===== src/rtl/fft_stage_sequencer.sv =====
// Radix-2 FFT stage sequencer: walks NUM_STAGES stages of STAGE_CYCLES butterfly slots each, one-hot en/sel/bfly_idx.
// Latency: en[0] one cycle after start is sampled; done one cycle after the last en cycle (NUM_STAGES*STAGE_CYCLES+1 from start).
// Backpressure: stall freezes stage/idx and gates en combinationally; abort cancels to IDLE. Option: FFT_SEQ_BACK_TO_BACK_EN.
module fft_stage_sequencer #(
  parameter int NUM_STAGES   = 5,
  parameter int STAGE_CYCLES = 16,
  localparam int SEL_W = ($clog2(NUM_STAGES) > 1) ? $clog2(NUM_STAGES) : 1,
  localparam int CNT_W = ($clog2(STAGE_CYCLES) > 1) ? $clog2(STAGE_CYCLES) : 1
) (
  input  logic                  clk_50,
  input  logic                  rst_n,
  input  logic                  start,
  input  logic                  stall,
  input  logic                  abort,
  output logic [NUM_STAGES-1:0] en,
  output logic [SEL_W-1:0]      sel,
  output logic [CNT_W-1:0]      bfly_idx,
  output logic                  busy,
  output logic                  done
);

  localparam logic [1:0] S_IDLE = 2'd0;
  localparam logic [1:0] S_RUN  = 2'd1;
  localparam logic [1:0] S_DONE = 2'd2;

  localparam logic [SEL_W-1:0] STG_LAST = SEL_W'(NUM_STAGES - 1);
  localparam logic [CNT_W-1:0] IDX_LAST = CNT_W'(STAGE_CYCLES - 1);

  logic [1:0]       state;
  logic [SEL_W-1:0] stage;
  logic [CNT_W-1:0] idx;
  logic             stage_bad;

  // A stage value past the last stage can only come from corruption; treat it as a recovery trigger.
  assign stage_bad = (int'(stage) >= NUM_STAGES);

  // Sequencing state: abort beats stall, stall beats counting; sel/idx return to 0 whenever IDLE is entered.
  always_ff @(posedge clk_50 or negedge rst_n) begin
    if (!rst_n) begin
      state <= S_IDLE;
      stage <= '0;
      idx   <= '0;
    end else begin
      case (state)
        S_IDLE: begin
          stage <= '0;
          idx   <= '0;
          if (start && !abort) begin
            state <= S_RUN;
          end
        end
        S_RUN: begin
          if (abort || stage_bad) begin
            state <= S_IDLE;
            stage <= '0;
            idx   <= '0;
          end else if (!stall) begin
            if (idx == IDX_LAST) begin
              if (stage == STG_LAST) begin
                // Hold the final stage/idx so they stay visible during DONE.
                state <= S_DONE;
              end else begin
                stage <= stage + SEL_W'(1);
                idx   <= '0;
              end
            end else begin
              idx <= idx + CNT_W'(1);
            end
          end
        end
        S_DONE: begin
          stage <= '0;
          idx   <= '0;
`ifdef FFT_SEQ_BACK_TO_BACK_EN
          // Chain straight into the next frame, skipping the IDLE cycle.
          if (start && !abort) begin
            state <= S_RUN;
          end else begin
            state <= S_IDLE;
          end
`else
          state <= S_IDLE;
`endif
        end
        default: begin
          state <= S_IDLE;
          stage <= '0;
          idx   <= '0;
        end
      endcase
    end
  end

  // One-hot enable of the active stage; stall is the only input that reaches an output combinationally.
  always_comb begin
    en = '0;
    for (int k = 0; k < NUM_STAGES; k++) begin
      en[k] = (state == S_RUN) && !stall && (int'(stage) == k);
    end
  end

  assign sel      = stage;
  assign bfly_idx = idx;
  assign busy     = (state == S_RUN) || (state == S_DONE);
  assign done     = (state == S_DONE);

endmodule


===== config.mk =====
export PLATFORM = sky130hd
export DESIGN_NAME = fft_stage_sequencer
export DESIGN_NICKNAME = d
export VERILOG_FILES = /design/src/rtl/fft_stage_sequencer.sv
export SDC_FILE = /design/constraint.sdc
export NUM_CORES = 1
export LEC_CHECK = 0
export BUFFER_PORTS_ARGS = -buffer_cell sky130_fd_sc_hd__buf_2
export CAP_MARGIN = 0
export CORE_AREA = 2 2 50 52
export DETAILED_ROUTE_END_ITERATION = 8
export DIE_AREA = 0 0 52 54
export GPL_ROUTABILITY_DRIVEN = 0
export SLEW_MARGIN = 20
export SYNTH_ARGS = -nofsm -noshare
export SYNTH_HDL_FRONTEND = slang
export SYNTH_SLANG_ARGS = --single-unit

===== constraint.sdc =====
create_clock -name clk_50 -period 1.89 [get_ports clk_50]
set_input_delay 0 -clock clk_50 [delete_from_list [all_inputs] [get_ports clk_50]]
set_output_delay 0 -clock clk_50 [all_outputs]
set_load 0.01 [all_outputs]

-- Word-level counts from Yosys, hierarchy flattened
Cells that the tools add are included.
Widths: inputs -> output; s select.
- latch bits: 0
- output and inout bits: 14
- bits in read-only memories: 0
- input port bits: 5
- logic and storage cells: 52
- register bits after elaboration: 9
- bits in writable memories: 0
- memories: 0
- shift operators: 0
- multiplexer cells: 16
- $add $sub $neg: 2
- multipliers: 0
- div/mod/pow operators: 0
- equal/unequal tests: 14
- reduce and logical (&&, ||, !) cells: 16
- order comparisons: 1
- bitwise logic cells: 0
- operators by type and width (operator ; number):
    $mux 4 ; 5
    $mux 3 ; 5
    $eq 3x3->1 const B ; 4
    $ne 3x3->1 const B ; 4
    $mux 2 ; 5
    $logic_and 1x1->1 ; 7
    $add 4x1->4 const B ; 1
    $eq 4x4->1 const B ; 1
    $ne 4x4->1 const B ; 1
    $pmux 2 s2 ; 1
    $reduce_and 4->1 ; 1
    $add 3x1->3 const B ; 1
    $eq 3x2->1 const B ; 1
    $ge 3x3->1 const B ; 1
    $logic_not 3->1 ; 1
    $reduce_and 3->1 ; 1
    $eq 2x1->1 const B ; 1
    $eq 2x2->1 const B ; 1
    $logic_not 1->1 ; 2
    $logic_not 2->1 ; 1
    $logic_or 1x1->1 ; 2
    $ne 2x2->1 const B ; 1
    $reduce_and 2->1 ; 1

-- Depth between registers and ports, before layout
- word-level depth: 6
- mapped depth: 6
- depth with buffers taken out: 6

-- Worst setup path after synthesis
OpenSTA, ideal clock, no wires.
- path type: register -> register
- start point: register stage[0] (netlist: sel[0])
- end point: register stage[1] (netlist: sel[1])
- stages on the path, launching flop included: 7
- library setup time: 0.124 ns
- arrival time: 1.384 ns
- period minus slack after synthesis: 1.508 ns
- data required time: 1.766 ns
- slack: 0.382 ns
- buffers on the path: 0
- path through: dfrtp_1 > inv_1 > ha_1 > and2_4 > nor3_4 > mux2i_1 > nor2_1
- cells in the longest elaborated chain, start to end: 6
- elaborated cells between the ends (all ways): 13
- those cells by class: add/sub (1); order compare (1); eq/ne (4); mux (5); reduce/logical (2)
- RTL lines (what ; RTL line ; RTL):
    from (decl) ; 30 ; logic [SEL_W-1:0] stage;
    from (signal assigned) ; 63 ; stage <= stage + SEL_W'(1);
    $add 3x1->3 ; 63 ;
    $mux 3 ; 59 ; if (stage == STG_LAST) begin
    $mux 3 ; 58 ; if (idx == IDX_LAST) begin
    $mux 3 ; 57 ; end else if (!stall) begin
    $mux 3 ; 53 ; if (abort || stage_bad) begin
    $mux 3 ; 44 ; case (state)
Parallel ways exist; a longest one is shown, timed or not. The select of a mux whose other input is x is not followed.
A chain may end at the register's enable or synchronous reset.

-- Worst setup path after layout
- start point: register stage[0] (netlist: sel[0])
- end point: register state[1]
- cells in the longest elaborated chain, start to end: 4
- elaborated cells between the ends (all ways): 9
- those cells by class: order compare (1); eq/ne (4); mux (2); reduce/logical (2)
- RTL lines (what ; RTL line ; RTL):
    $ge 3x3->1 ; 35 ; assign stage_bad = (int'(stage) >= NUM_STAGES);
    $logic_or 1x1->1 ; 53 ;
    $ne 3x3->1 (no source line) or $mux 2 (tied branches) ; n/a ;
    $reduce_and 4->1 (no source line) or $pmux 2 s2 (tied branches) ; n/a ;
    to (signal assigned) ; 40 ; state <= S_IDLE;
    to (signal assigned) ; 54 ; state <= S_IDLE;
    to (signal assigned) ; 61 ; state <= S_DONE;
    to (decl) ; 29 ; logic [1:0] state;
Parallel ways exist; a longest one is shown, timed or not.

==> flow_summary.ini <==
[worst_setup_path]
startpoint_type = flop
crit_path_max_fanout = 6
crit_required_ns = 2.06
end_kind = flop
worstPathArrival_ns = 1.78
critical_path_class = reg -> reg

[die]
die_w_um = 52
dieArea_sq_um = 2808
initial_core_util_pct = 27.45
ios = 19
core_sq_um = 2320
die_h_um = 54
num_rows = 18

[logic_synthesis]
syn_area_sq_um = 636.9
ys_async_sr_fraction_pct = 100.0
syn-instance-count = 65
avgSynthCellArea_sq_um = 9.798
synth_edf_count = 0
synth_flop_cell = dfrtp_1
synth_cell_types = 27
yosys-mux-area-fraction_pct = 3.143
synth_top_family_by_area = simple AND/OR/NAND/NOR gates
post_synth_xor_area_fraction_pct = 2.750
synth.top_cell.area_share_pct = 35.36
yosys.area.top_type = dfrtp_1
ys_top_cells_by_area = dfrtp_1 (35%), ha_1 (18%), nor2_1 (4.7%)
yosysWarningCount = 0
yosysSeqAreaShare_pct = 35.36
synth_compound_area_share_pct = 13.75
synth_simple_gate_area_share_pct = 23.77
synthAdderAreaFrac_pct = 17.68
ys_ff_latch = 9
synth_common_cells = dfrtp_1 (9), ha_1 (9), nor2_1 (8), inv_1 (6), a21oi_1 (4)
syn-num-nets = 79

[clocking]
cts_buffers = 3
clockBufferDepth = 2
cts_resized = 0
root_buffer = clkbuf_4
cts_tree = yes
clock-sinks = 9
htree_levels = 1
postCtsSetupRepairBufs = 0
clk-insertion-delay-late_ns = 0.25
clk_pin_slew_worst_paths_ns = 0.06

[route]
post_drt_wl_per_cell_um = 10.81
avgViaCountPerCell = 4.381
drt_iter0_drc = 3
drtPass1Iterations = 4
drc_errors = 0
ant_nets = 0
wirelength_um = 1276
vias = 517

[sta]
grt_setup_unrepaired = false
tightestPinTransition_ns = 0.4364
fmax_mhz = 621.2
finalHoldViolCount = 0
finalSetupTns_ns = 0
skew_ns = 0.005228
fin_crit_ns = 1.610
finalMaxSlewViolations = 0
setup_viol = 0
post-route-period-util_pct = 85.17
relSlewSlack_pct = 70.68

[grt]
grt_max_degree = 11
first_global_vias = 506
grt_pass1_wl_um = 2228
grt_overflow = 0
track_usage_pct = 11.29
antenna_found_initial = 0

[layout]
syn_to_final_growth_pct = 25.93
diodes = 0
stdcell_area_sq_um = 802.0
drive_gt1_share_pct = 31.82
final_util_pct = 34.57
nets = 103

[power]
vdd_drop_max_mv = 0.2779
p_sw_share_pct = 31.50
pwr-share-clk_pct = 28.3
p_int_mw = 0.3438
leakagePower_nw = 0.3969
p_comb_share_pct = 28.5
power_density_nw_per_um2 = 625.9
p_sw_mw = 0.1581
pwr-share-seq_pct = 43.2

[place]
dp_hpwl_um = 1087
io_buffers = 18
placed_area_sq_um = 764.5

[job]
maxCapViolations = 0

[hold_path]
hold_class = in -> reg

[status]
status = finished, final reports clean
-- registers in the layout, summed over array words and instances, names as in the netlist --
signal,count
state,2
bfly_idx,4
sel,3
-- critical path: stages, from the launching register on --
cell and delay (ns):
dfrtp_1 0.45, inv_1 0.12, ha_1 0.19, nand2_1 0.10
nor3_1 0.40, a21oi_1 0.12, a21oi_1 0.15
-- per-stage QoR --
stage / total power, mW / hold slack, ns / setup slack, ns / std cells
4_1_cts: 0.5163 / 0.06213 / 0.2494 / 118
6_report: 0.5020 / 0.06621 / 0.2802 / 118
3_3_place_gp: 0.3617 / -0.1375 / 0.3168 / 113
5_1_grt: 0.5529 / 0.09436 / 0.1171 / 118
3_5_place_dp: 0.3658 / -0.1344 / 0.2647 / 113
2_1_floorplan: 0.3190 / -0.2956 / 0.3815 / 65
-- cell families after synthesis --
family	Yosys count
xor+xnor	2
simple gates	25
buf+inv	6
flops	9
compound gates	12
mux	2
fa+ha+maj	9
-- cell usage in the layout, fill, tap and decap left out, types with 2 or more instances in the layout --
cell / synthesis / final
buf_2: 0 / 18
and3_1: 2 / 2
inv_1: 6 / 6
a21oi_1: 4 / 4
nor2b_1: 2 / 2
nand2b_1: 2 / 2
clkbuf_4: 0 / 3
mux2i_1: 2 / 2
ha_1: 9 / 9
nand2_1: 2 / 2
and2_1: 3 / 3
nor2_1: 8 / 8
dfrtp_1: 9 / 9
-- power by group through the flow --
stage                     logic (mW)  clock network, mW  registers [mW]
after floorplan               0.0981                  0           0.221
after global placement         0.141                  0           0.220
after detailed placement       0.145                  0           0.220
after CTS                      0.148              0.152           0.217
after global routing           0.168              0.167           0.218
final                          0.143              0.142           0.217
-- metal layers --
metal  track usage, %  wire [um]  part of all wire [%]
met5                0          0                     0
met4            5.263          0                     0
met2            17.51        617                    48
met3            3.611         66                   5.2
met1            14.24        592                    46
-- layout make-up --
| cell class | count | area (sq um) |
|---|---|---|
| timing repair buffer | 19 | 100.1 |
| clock buffer | 3 | 22.52 |
| clock inverter | 1 | 5.005 |
| tap | 30 | 37.54 |
| sequential | 9 | 225.2 |
| fill | 255 | 1518 |
| multi-input combinational | 50 | 389.1 |
| inverter | 6 | 22.52 |
-- repair_timing --
item | CTS | global route
hold endpoints to repair | 9 | 0
hold buffers | 1 | 0
endpoints found under the setup margin | 0 | 0
-- worst paths after layout --
path / end / from / cells after the start / slack [ns]
worst max register to register: state[1] / sel[0] / 6 / 0.28
worst max-delay path: state[1] / sel[0] / 6 / 0.28
worst min-delay path: state[0] / abort / 4 / 0.07
worst min register to register: bfly_idx[3] / bfly_idx[3] / 1 / 0.56
min in group asynchronous: bfly_idx[3] / rst_n / 2 / 0.12
max in group asynchronous: state[1] / rst_n / 2 / 1.58
(Power assumes the default switching activity.)
